$ cat src/rtl/hold_grab_detector.sv
// Hand-to-hold hit search: scans the hold table one entry per clock
// and reports the lowest-index valid hold whose rectangle contains the hand.
module hold_grab_detector #(
    parameter int NUM_HOLDS = 16,
    parameter int IDX_W     = 4,
    parameter int HOLD_W    = 32,
    parameter int HOLD_H    = 8
) (
    input  logic             clock,
    input  logic             reset_n,
    input  logic             start,
    input  logic [12:0]      hand_x,
    input  logic [12:0]      hand_y,
    output logic [IDX_W-1:0] hold_addr,
    input  logic [12:0]      hold_x,
    input  logic [12:0]      hold_y,
    input  logic             hold_valid,
    output logic             busy,
    output logic             done,
    output logic             hit,
    output logic [IDX_W-1:0] hit_index
);

    typedef enum logic [1:0] {
        IDLE  = 2'd0,
        PRIME = 2'd1,
        SCAN  = 2'd2
    } state_e;

    localparam logic [IDX_W-1:0] LAST  = IDX_W'(NUM_HOLDS - 1);
    localparam logic [13:0]      W_EXT = 14'(HOLD_W);
    localparam logic [13:0]      H_EXT = 14'(HOLD_H);

    state_e           state_q, state_d;
    logic [12:0]      hx_q, hx_d;
    logic [12:0]      hy_q, hy_d;
    logic [IDX_W-1:0] addr_q, addr_d;
    logic [IDX_W-1:0] k_q, k_d;
    logic             busy_q, busy_d;
    logic             done_q, done_d;
    logic             hit_q, hit_d;
    logic [IDX_W-1:0] idx_q, idx_d;

    logic [13:0]      hx_e, hy_e;
    logic [13:0]      lx_e, ty_e;
    logic [13:0]      rx_e, by_e;
    logic             match;
    logic [IDX_W-1:0] addr_inc;

    // Containment test at 14 bits so holds near the world edge never wrap.
    always_comb begin
        hx_e  = {1'b0, hx_q};
        hy_e  = {1'b0, hy_q};
        lx_e  = {1'b0, hold_x};
        ty_e  = {1'b0, hold_y};
        rx_e  = lx_e + W_EXT;
        by_e  = ty_e + H_EXT;
        match = hold_valid
              && (hx_e >= lx_e) && (hx_e < rx_e)
              && (hy_e >= ty_e) && (hy_e < by_e);
    end

    // Next fetch address, saturating on the last table entry.
    always_comb begin
        if (addr_q == LAST) begin
            addr_inc = LAST;
        end else begin
            addr_inc = addr_q + IDX_W'(1);
        end
    end

    // Next-state and result logic; k tracks the entry whose data is returned.
    always_comb begin
        state_d = state_q;
        hx_d    = hx_q;
        hy_d    = hy_q;
        addr_d  = addr_q;
        k_d     = k_q;
        busy_d  = busy_q;
        done_d  = 1'b0;
        hit_d   = hit_q;
        idx_d   = idx_q;
        unique case (state_q)
            IDLE: begin
                if (start) begin
                    state_d = PRIME;
                    hx_d    = hand_x;
                    hy_d    = hand_y;
                    addr_d  = '0;
                    k_d     = '0;
                    busy_d  = 1'b1;
                end
            end
            PRIME: begin
                state_d = SCAN;
                addr_d  = addr_inc;
                k_d     = '0;
            end
            SCAN: begin
                if (match) begin
                    state_d = IDLE;
                    done_d  = 1'b1;
                    hit_d   = 1'b1;
                    idx_d   = k_q;
                    busy_d  = 1'b0;
                end else if (k_q == LAST) begin
                    state_d = IDLE;
                    done_d  = 1'b1;
                    hit_d   = 1'b0;
                    idx_d   = '0;
                    busy_d  = 1'b0;
                end else begin
                    k_d    = k_q + IDX_W'(1);
                    addr_d = addr_inc;
                end
            end
            default: begin
                state_d = IDLE;
                busy_d  = 1'b0;
            end
        endcase
    end

    // State and result registers; reset aborts any scan silently.
    always_ff @(posedge clock or negedge reset_n) begin
        if (!reset_n) begin
            state_q <= IDLE;
            hx_q    <= '0;
            hy_q    <= '0;
            addr_q  <= '0;
            k_q     <= '0;
            busy_q  <= 1'b0;
            done_q  <= 1'b0;
            hit_q   <= 1'b0;
            idx_q   <= '0;
        end else begin
            state_q <= state_d;
            hx_q    <= hx_d;
            hy_q    <= hy_d;
            addr_q  <= addr_d;
            k_q     <= k_d;
            busy_q  <= busy_d;
            done_q  <= done_d;
            hit_q   <= hit_d;
            idx_q   <= idx_d;
        end
    end

    assign hold_addr = addr_q;
    assign busy      = busy_q;
    assign done      = done_q;
    assign hit       = hit_q;
    assign hit_index = idx_q;

endmodule

$ cat config.mk
export PLATFORM = sky130hd
export DESIGN_NAME = hold_grab_detector
export DESIGN_NICKNAME = d
export VERILOG_FILES = /design/src/rtl/hold_grab_detector.sv
export SDC_FILE = /design/constraint.sdc
export NUM_CORES = 1
export LEC_CHECK = 0
export ABC_AREA = 1
export BUFFER_PORTS_ARGS = -buffer_cell sky130_fd_sc_hd__buf_4
export CORE_MARGIN = 2
export CORE_UTILIZATION = 45
export CTS_CLUSTER_SIZE = 14
export DETAILED_ROUTE_END_ITERATION = 7
export PLACE_DENSITY = 0.67
export SYNTH_ARGS = -nofsm -noshare
export SYNTH_HDL_FRONTEND = slang
export SYNTH_SLANG_ARGS = --single-unit
$ cat constraint.sdc
create_clock -name clock -period 3.77 [get_ports clock]
set_input_delay 0.754 -clock clock [delete_from_list [all_inputs] [get_ports clock]]
set_output_delay 0.754 -clock clock [all_outputs]
set_load 0.005 [all_outputs]
==> metrics.cfg <==
[run_status]
status=finished, final reports clean

[worst_setup_path]
r2r_start=hy_q[12]
crit_fanout=16
required_ps=4010
cp_data_arrival_time_ps=3100
startpoint_type=input port
critical_path_class=input port to register
end_kind=register
crit_slowest_cell=ha_1
worstPathCellList=buf_4 -> inv_1 -> nor3_1 -> nand3_1 -> nor2_1 -> nand3_1 -> xor2_1 -> ha_1 -> inv_1 -> nor2_1 -> o21ai_1 -> nand2_1 -> nor2_2 -> nand2_2 -> nor2_4 -> nand2_4 -> nand3_4 -> nand2_1 -> nand2_1
cp_common_cell=nand2_1
cp_slowest_stage_delay_ps=280
startpoint=hold_y[5]

[placement]
port_buffers=66
place.gp.congestion=0.840
placedInstanceArea_um2=4000
dp_hpwl_um=5710

[logic_synthesis]
yosysWarnings=0
synth_top_family_by_area=simple AND/OR/NAND/NOR gates
syn-num-nets=581
synth_simple_gate_area_frac=0.320
synth_mux_area_frac=0
ys_seq_elements=43
synthAdderAreaFrac=0.190
synth_compound_area_frac=0.0546
synthXorXnorAreaFrac=0.0385
seq_area_frac_synth=0.315
synth_cells=473
syn_area_um2=3420
syn_avg_cell_area_um2=7.22
yosysUniqueCellTypes=29

[global_route]
grt.total_usage=0.191
antenna_found_initial=0
grt_pass1_wl_um=13100
grt_max_degree=44
grt_pass1_vias=3033
overflow=0

[power_and_ir_drop]
clock_power_share=0.164
max-vdd-ir-drop_uv=261
p_sw_uw=964
power_leakage_nw=2.39
swShare=0.426
pwr-share-comb=0.494
power_frac_seq=0.342
p_per_area_nw_per_um2=549
cellInternalPower_mw=1.30

[clocking]
clk_pin_slew_ps=90
clock_path_buffers=2
cts_resized=0
cts-root-buf=clkbuf_8
htreeDepth=2
ctsHoldBuffers=0
cts_tree=yes
clock_latency_ps=300
numCtsBuffers=5
clock-sinks=43
postCtsSetupBuffers=0

[timing]
hold_viol_final=0
setup_viol=0
fin_tns_setup_ps=0
period_needed_ps=2860
skew_ps=8.09
clock.fmax_mhz=349
finalCritPeriodShare=0.759
tightest_slew_ps=953
maxSlewHeadroom=0.364
rsz0062_at_grt=no
slew_viol_final=0

[route]
wirelength_um=7290
drtIter0Drc=78
vias_per_cell=4.76
avgRoutedWirePerCell_um=11.4
drc=0
via_count=3039
antenna_left=0
drt-pass1-iter-count=4

[die]
start_util=0.468
rows=31
coreArea_um2=7290
ios=67
design.die.area_um2=8300
die_h_um=91.1
fp.dieW_um=91.1

[final_layout]
multiInputGateArea_um2=2060
drive_gt1_frac=0.165
fill_cells=735
design_area_um2=4120
regArea_um2=1080
diodes=0
final_nets=647
area_growth_pct=20.5

[worst_hold_path]
hold_path.class=input port to async pin

[job]
maxCapViolations=0

## synthesized netlist by cell type, drive strengths merged
| cell | number | area [um2] |
|---|---|---|
| ha | 52 | 651 |
| nand2 | 182 | 696 |
| nor2 | 32 | 140 |
| clkbuf | 6 | 22.5 |
| nand3b | 1 | 7.51 |
| dfrtp | 43 | 1080 |
| o21a | 1 | 7.51 |
| o21ai | 11 | 55.1 |
| buf | 2 | 16.3 |
| o21bai | 2 | 18.8 |
| nor3 | 5 | 30.0 |
| and2 | 1 | 6.26 |
| a21oi | 21 | 105 |
| inv | 64 | 240 |
| nand4 | 8 | 50.1 |
| xnor2 | 3 | 26.3 |
| xor2 | 12 | 105 |
| nand3 | 27 | 163 |
## cell families after synthesis
family          Yosys count
compound gates           35
xor+xnor                 15
fa+ha+maj                52
buf+inv                  72
flops                    43
simple gates            256
## sequential cells by signal, summed over array words and instances (netlist names)
name / cells
hy_q: 13
hx_q: 13
done: 1
busy: 1
state_q: 2
k_q: 4
hit_index: 4
hold_addr: 4
hit: 1
## through the flow
step | power [mW] | utilization | instances | hold slack (ps) | worst slack, ps
global placement | 1.88 | 0.549 | 631 | 462 | 667
CTS | 2.30 | 0.565 | 639 | 456 | 875
floorplan | 1.59 | - | 473 | 442 | 928
detailed placement | 1.92 | 0.549 | 631 | 471 | 564
finish | 2.26 | 0.565 | 639 | 446 | 907
global route | 2.53 | 0.565 | 639 | 478 | 567
## worst paths after layout
kind                                endpoint  slack [ps]  cells past startpoint
worst max-delay path            hold_addr[1]         910                     19
worst min-delay path                 hx_q[7]         450                      1
worst max register to register  hold_addr[1]        1720                     13
worst min register to register        k_q[3]         490                      2
min in group clock                    k_q[3]         490                      2
max in group asynchronous            hy_q[8]        2940                      1
## power groups by stage
stage          Sequential (mW)  Combinational [mW]  Clock (mW)
3_5_place_dp             0.782                1.14           0
4_1_cts                  0.777                1.14       0.383
2_1_floorplan            0.744               0.842           0
6_report                 0.773                1.12       0.371
5_1_grt                  0.803                1.32       0.407
3_3_place_gp             0.779                1.10           0
## critical path: cells and delay by family
family                   cells  cell delay (ps)
buffers and inverters        3              210
XOR/XNOR                     1              200
AO/OA/AOI/OAI                1              110
AND/OR/NAND/NOR             13             1550
adder cells (fa/ha/maj)      1              280
## final cells by class
type / instances / share of cell area
Clock buffer: 5 / 0.0167
Clock inverter: 3 / 0.0106
Multi-Input combinational cell: 358 / 0.501
Timing Repair Buffer: 67 / 0.122
Tap cell: 99 / 0.0301
Sequential cell: 43 / 0.261
Inverter: 64 / 0.0584
## layout by cell type, fill, tap and decap left out, types with 2 or more instances in the layout
cell type,count
o21ai_0,7
nor2_1,28
o21ai_1,4
inv_1,63
a21oi_1,21
nand2_1,179
nor2_4,2
nand3_1,23
nand3_2,3
nand2_2,2
nor2_2,2
nor3_1,4
dfrtp_1,43
buf_4,67
xor2_1,12
ha_1,52
clkbuf_8,5
xnor2_1,3
nand4_1,8
## routing by layer
layer,share of wire,wire length [um],track usage,up-vias
met5,0,0,0,-
met4,0.010,73,0.0480,0
met3,0.040,294,0.0307,6
met2,0.48,3510,0.330,52
met1,0.47,3410,0.250,1364
li1,-,-,-,1617
(Power assumes the default switching activity.)
